[src/rtl/fine_gain_pkg.sv]
// Shared constants and helpers for the ramped fine-gain block: pipeline depth,
// channel-select width and the round-half-up / saturate step applied to products.
package fine_gain_pkg;

  localparam int LATENCY = 3;

  typedef struct packed {
    logic signed [31:0] value;
    logic               sat;
  } rs_t;

  // Width of the channel-select port; a single channel still gets one bit.
  function automatic int ch_sel_w(input int num_ch);
    int w;
    if (num_ch <= 2) begin
      w = 1;
    end else begin
      w = $clog2(num_ch);
    end
    return w;
  endfunction

  // Round a Q1.(gw-1)-scaled product half up and clamp it to a dw-bit signed range.
  function automatic rs_t round_sat(input logic signed [63:0] prod,
                                    input int dw, input int gw);
    logic signed [63:0] rounded;
    logic signed [63:0] max_v;
    logic signed [63:0] min_v;
    rs_t                r;
    rounded = (prod + (64'sd1 <<< (gw - 2))) >>> (gw - 1);
    max_v   = (64'sd1 <<< (dw - 1)) - 64'sd1;
    min_v   = -(64'sd1 <<< (dw - 1));
    if (rounded > max_v) begin
      r.value = 32'(max_v);
      r.sat   = 1'b1;
    end else if (rounded < min_v) begin
      r.value = 32'(min_v);
      r.sat   = 1'b1;
    end else begin
      r.value = 32'(rounded);
      r.sat   = 1'b0;
    end
    return r;
  endfunction

endpackage

[src/rtl/fine_gain_ramped_gain_slew.sv]
// Per-channel gain slew limiter: holds the host target and the applied gain,
// and walks the applied gain toward the target by step_i on each valid sample.
module gain_slew
  import fine_gain_pkg::*;
#(
  parameter int GW = 18
) (
  input  logic                 clk_i,
  input  logic                 rst_ni,
  input  logic                 valid_i,
  input  logic                 wr_i,
  input  logic signed [GW-1:0] target_i,
  input  logic        [GW-2:0] step_i,
  output logic signed [GW-1:0] applied_o,
  output logic                 busy_o
);

  logic signed [GW-1:0] target_q;
  logic signed [GW-1:0] target_d;
  logic signed [GW-1:0] applied_q;
  logic signed [GW-1:0] applied_d;
  logic                 busy_q;
  logic signed [GW:0]   diff_s;
  logic        [GW:0]   mag_s;
  logic        [GW:0]   step_ext_s;

  // Next applied gain: the difference is taken one bit wider so it never wraps.
  always_comb begin
    diff_s     = {target_q[GW-1], target_q} - {applied_q[GW-1], applied_q};
    step_ext_s = {2'b00, step_i};
    if (diff_s[GW]) begin
      mag_s = $unsigned(-diff_s);
    end else begin
      mag_s = $unsigned(diff_s);
    end
    applied_d = applied_q;
    if (valid_i) begin
      if ((step_i == {(GW-1){1'b0}}) || (mag_s <= step_ext_s)) begin
        applied_d = target_q;
      end else if (diff_s[GW]) begin
        applied_d = applied_q - $signed({1'b0, step_i});
      end else begin
        applied_d = applied_q + $signed({1'b0, step_i});
      end
    end else begin
      applied_d = applied_q;
    end
  end

  // Target update; a write on a valid edge only takes effect for the next slew.
  always_comb begin
    target_d = target_q;
    if (wr_i) begin
      target_d = target_i;
    end else begin
      target_d = target_q;
    end
  end

  // Gain state registers; busy is registered from the next state so it tracks the state exactly.
  always_ff @(posedge clk_i or negedge rst_ni) begin
    if (!rst_ni) begin
      target_q  <= {GW{1'b0}};
      applied_q <= {GW{1'b0}};
      busy_q    <= 1'b0;
    end else begin
      target_q  <= target_d;
      applied_q <= applied_d;
      busy_q    <= (applied_d != target_d);
    end
  end

  assign applied_o = applied_q;
  assign busy_o    = busy_q;

endmodule

[src/rtl/fine_gain_ramped.sv]
// Multi-channel fine-gain stage with slew-limited gain changes.
// S1 captures samples and applied gains, S2 multiplies, S3 rounds and saturates.
module fine_gain_ramped
  import fine_gain_pkg::*;
#(
  parameter int NUM_CH     = 2,
  parameter int DATA_WIDTH = 16,
  parameter int GAIN_WIDTH = 18
) (
  input  logic                            clk_i,
  input  logic                            rst_ni,
  input  logic [NUM_CH*DATA_WIDTH-1:0]    data_i,
  input  logic                            valid_i,
  input  logic signed [GAIN_WIDTH-1:0]    gain_target_i,
  input  logic [ch_sel_w(NUM_CH)-1:0]     gain_ch_i,
  input  logic                            gain_wr_i,
  input  logic [GAIN_WIDTH-2:0]           step_i,
  output logic [NUM_CH*DATA_WIDTH-1:0]    data_o,
  output logic                            valid_o,
  output logic [NUM_CH-1:0]               sat_o,
  output logic [NUM_CH-1:0]               ramp_busy_o
);

  localparam int CSW = ch_sel_w(NUM_CH);
  localparam int DW  = DATA_WIDTH;
  localparam int GW  = GAIN_WIDTH;
  localparam int PW  = DW + GW;

  logic valid_s1_q;
  logic valid_s2_q;
  logic valid_o_q;

  // Valid pipeline, cleared by reset so no in-flight sample survives it.
  always_ff @(posedge clk_i or negedge rst_ni) begin
    if (!rst_ni) begin
      valid_s1_q <= 1'b0;
      valid_s2_q <= 1'b0;
      valid_o_q  <= 1'b0;
    end else begin
      valid_s1_q <= valid_i;
      valid_s2_q <= valid_s1_q;
      valid_o_q  <= valid_s2_q;
    end
  end

  assign valid_o = valid_o_q;

  for (genvar c = 0; c < NUM_CH; c++) begin : g_ch
    localparam logic [CSW-1:0] CH_IDX = CSW'(c);

    logic                 wr_s;
    logic signed [GW-1:0] applied_s;
    logic                 busy_s;
    logic signed [DW-1:0] data_s1_q;
    logic signed [GW-1:0] gain_s1_q;
    logic signed [PW-1:0] prod_q;
    rs_t                  rs_s;
    logic signed [DW-1:0] data_o_q;
    logic                 sat_o_q;

    // Out-of-range channel selects never match any lane, so those writes are dropped.
    assign wr_s = gain_wr_i && (gain_ch_i == CH_IDX);

    gain_slew #(
      .GW(GW)
    ) u_slew (
      .clk_i    (clk_i),
      .rst_ni   (rst_ni),
      .valid_i  (valid_i),
      .wr_i     (wr_s),
      .target_i (gain_target_i),
      .step_i   (step_i),
      .applied_o(applied_s),
      .busy_o   (busy_s)
    );

    // S1 samples the gain as it was before this edge's slew update.
    always_ff @(posedge clk_i or negedge rst_ni) begin
      if (!rst_ni) begin
        data_s1_q <= {DW{1'b0}};
        gain_s1_q <= {GW{1'b0}};
      end else begin
        data_s1_q <= data_i[c*DW +: DW];
        gain_s1_q <= applied_s;
      end
    end

    // S2 full-precision signed product, kept as a bare registered multiply.
    always_ff @(posedge clk_i or negedge rst_ni) begin
      if (!rst_ni) begin
        prod_q <= {PW{1'b0}};
      end else begin
        prod_q <= data_s1_q * gain_s1_q;
      end
    end

    // Round half up and clamp the product back to the sample width.
    always_comb begin
      rs_s = round_sat({{(64-PW){prod_q[PW-1]}}, prod_q}, DW, GW);
    end

    // S3 output registers hold their value between valid samples.
    always_ff @(posedge clk_i or negedge rst_ni) begin
      if (!rst_ni) begin
        data_o_q <= {DW{1'b0}};
        sat_o_q  <= 1'b0;
      end else if (valid_s2_q) begin
        data_o_q <= DW'(rs_s.value);
        sat_o_q  <= rs_s.sat;
      end else begin
        data_o_q <= data_o_q;
        sat_o_q  <= sat_o_q;
      end
    end

    assign data_o[c*DW +: DW] = data_o_q;
    assign sat_o[c]           = sat_o_q;
    assign ramp_busy_o[c]     = busy_s;
  end

endmodule
[config.mk]
export PLATFORM = sky130hd
export DESIGN_NAME = fine_gain_ramped
export DESIGN_NICKNAME = d
export VERILOG_FILES = /design/src/rtl/fine_gain_pkg.sv /design/src/rtl/fine_gain_ramped_gain_slew.sv /design/src/rtl/fine_gain_ramped.sv
export SDC_FILE = /design/constraint.sdc
export NUM_CORES = 2
export LEC_CHECK = 0
export CORE_ASPECT_RATIO = 0.6
export CORE_UTILIZATION = 45
export CTS_CLUSTER_SIZE = 16
export DETAILED_ROUTE_END_ITERATION = 6
export SKIP_CTS_REPAIR_TIMING = 1
export SYNTH_ARGS = -nofsm -noshare
export SYNTH_HDL_FRONTEND = slang
export SYNTH_SLANG_ARGS = --single-unit
[constraint.sdc]
create_clock -name clk_i -period 7.3 [get_ports clk_i]
set_clock_uncertainty 0.2 [all_clocks]
set_input_delay 2.19 -clock clk_i [delete_from_list [all_inputs] [get_ports clk_i]]
set_output_delay 2.19 -clock clk_i [all_outputs]
set_load 0.01 [all_outputs]
==> results.json <==
{
  "hpwlAfterDp_mm": 83.1,
  "vias": 26296,
  "num_antenna_cells": 0,
  "synth-compound-area-share_pct": 8.68,
  "clk_pin_slew_ns": 0.06,
  "synth_top_family_by_area": "adder cells",
  "yosysMostFrequentCell": "inv_1",
  "netlist_top_cells_count": "724 x inv_1, 582 x fa_1, 458 x nand2_1",
  "slew_viol_final": 0,
  "synth_warnings": 0,
  "outcome": "finished with violations",
  "die_w_um": 361,
  "worstMarginPinSlew_ns": 1.16,
  "min_path_type": "reg2reg",
  "cts.sinks": 215,
  "hold-worst-slack_ns": 0.229,
  "fin_nets": 4940,
  "min_period_ns": 7.49,
  "yosys.area_share.simple_pct": 15.9,
  "cts_buffer_depth": 3,
  "rsz0062_at_grt": "yes",
  "synth_fp_nets": 4737,
  "cts_tree": "done",
  "fin_ws_ns": -0.195,
  "wl_per_cell_um": 19.7,
  "final-setup-viol-count": 5,
  "syn_avg_cell_area_um2": 9.14,
  "core_area_um2": 76000,
  "worstPathMaxFanout": 7,
  "synth_edf_count": 0,
  "violations": "negative setup slack",
  "critical_path.max_stage_delay_ns": 0.67,
  "io_buffer_count": 108,
  "clock-root-buffer": "clkbuf_16",
  "post-route-util_pct": 51.7,
  "wl_mm": 99.2,
  "drc": 0,
  "synth_cell_type_count": 95,
  "synth_seq_cells": 215,
  "antenna_left": 0,
  "synth_seq_area_share_pct": 15.5,
  "dieArea_um2": 78500,
  "start_util_pct": 45.8,
  "synthFlopType": "dfrtp_1",
  "fp-row-count": 78,
  "dr.pass1.iters": 5,
  "clk_latency_ns": 0.58,
  "synth-xor-area-share_pct": 5.54,
  "maxCapViolCount": 0,
  "htreeDepth": 1,
  "setup.worst_path.start": "g_ch[1].data_s1_q[2]",
  "synthAdderAreaFrac_pct": 43.4,
  "grt_max_degree": 114,
  "pin_count": 109,
  "synth_area_um2": 34800,
  "cts_buffers": 25,
  "grt_use_total_pct": 25.8,
  "r2r-start": "g_ch[1].data_s1_q[2]",
  "die_height_um": 217,
  "synth_area_leaders": "fa_1 33%, dfrtp_1 15%, ha_1 9.9%, inv_1 7.8%, nand2_1 4.9%",
  "min-delay-start": "g_ch[1].u_slew.applied_o[17]",
  "drtIter0Drc": 2462,
  "crit_top_cell": "fa_1",
  "grt_pass1_vias": 25978,
  "clock.fmax_mhz": 133,
  "path_class": "reg2reg",
  "gp_congestion": 0.939,
  "muxShareOfSynthArea_pct": 1.66,
  "synthCells": 3807,
  "cp-end-kind": "flop",
  "synth_top_area_share_pct": 33.5,
  "cp.required_ns": 7.51,
  "viasPerCell": 5.23,
  "worstPathArrival_ns": 7.71,
  "drive_gt1_share_pct": 8.76,
  "syn2layout_area_growth_pct": 12.9,
  "async_reset_ff_share_pct": 100,
  "grt_first_pass_wirelength_mm": 157,
  "synth_top_cell_by_area": "fa_1",
  "antenna_found_initial": 0,
  "slew_headroom_pct": 22.4,
  "post-route-period-util_pct": 103,
  "grt.overflow.total": 0,
  "n_fill_cell": 7064,
  "hold_viol": 0,
  "critPathSlowestCell": "fa_1",
  "cp-start-kind": "flop"
}
==> flip-flops by register name (all words and copies together), names as in the netlist, 2 cells and up <==
| signal | count |
|---|---|
| g_ch.gain_s1_q | 36 |
| g_ch.sat_o_q | 2 |
| g_ch.data_o_q | 32 |
| g_ch.u_slew.target_q | 36 |
| g_ch.u_slew.applied_o | 36 |
| g_ch.data_s1_q | 32 |
| g_ch.prod_q | 36 |
| g_ch.u_slew.busy_o | 2 |
==> cells by family (layout without fill, tap and decap cells) <==
logic type | Yosys count | count (layout)
fa+ha+maj | 858 | 858
compound gates | 461 | 461
buf+inv | 859 | 1081
xor+xnor | 220 | 220
simple gates | 1139 | 1139
flops | 215 | 215
mux | 55 | 55
==> cell type report <==
class	instances	area, um2	share of cell area (%)
multi-input cells	2733	26400	67.1
flip-flops and latches	215	5400	13.8
inverters	724	2720	6.92
repair buffers	311	2700	6.87
well taps	1000	1250	3.19
clock buffers	33	676	1.72
clock inverters	13	155	0.395
==> placed cells by master, fill, tap and decap left out, drive strengths merged, types with 7 or more instances in the layout <==
cell           instances
o21bai                15
and3                  26
and4                   7
a21boi                 7
o21a                  19
a31o                   9
a2111oi                8
mux2i                 41
nand3                 65
and2                 221
mux2                  14
o31ai                  9
nor2                 174
a211o                  8
ha                   276
nand2b                45
nand2                459
nand4                 21
clkbuf                35
nor3                  47
fa                   582
a21o                  49
a31oi                 16
xor2                  63
o21ai                 75
or3                    9
dfrtp                215
nor4                  10
nand3b                 7
nor2b                 22
a21oi                166
buf                  203
o211ai                18
a211oi                16
xnor2                157
inv                  729
clkdlybuf4s50        106
==> stage by stage <==
step	std cells	TNS [ns]	setup WS (ns)	instance area, um2
after global placement	4968	-0.990	-0.312	38000
after CTS	5014	-1.54	-0.410	38900
final	5029	-0.582	-0.195	39300
after floorplan	3807	0	0.00113	34800
after global routing	5029	-2.12	-0.426	39300
after detailed placement	4968	-1.39	-0.391	38000
==> routing by layer <==
layer	track usage (%)	vias to the layer above	wire (um)
li1	-	12310	-
met1	44.7	12912	53300
met2	31.5	1035	34500
met3	6.96	39	10700
met4	1.96	0	723
met5	0	-	0
==> final timing paths <==
check | to | slack (ns) | cells past startpoint
setup / recovery | g_ch[1].prod_q[33] | -0.19 | 25
hold / removal | g_ch[1].gain_s1_q[17] | 0.23 | 0
setup reg to reg | g_ch[1].prod_q[33] | -0.19 | 25
hold reg to reg | g_ch[1].gain_s1_q[17] | 0.23 | 0
max in group asynchronous | g_ch[0].data_s1_q[10] | 4.24 | 2
min in group asynchronous | g_ch[1].prod_q[16] | 1.40 | 1
==> worst max-delay path: cells and delay by family, from the launching register on <==
family / cells / cell delay, ns
buf+inv: 6 / 0.61
simple gates: 4 / 1.24
compound gates: 7 / 1.08
fa+ha+maj: 7 / 3.62
flops: 1 / 0.45
xor+xnor: 1 / 0.10
Power is not shown: default switching activity piles up to over one toggle a cycle in this logic, so the estimate is an artifact.
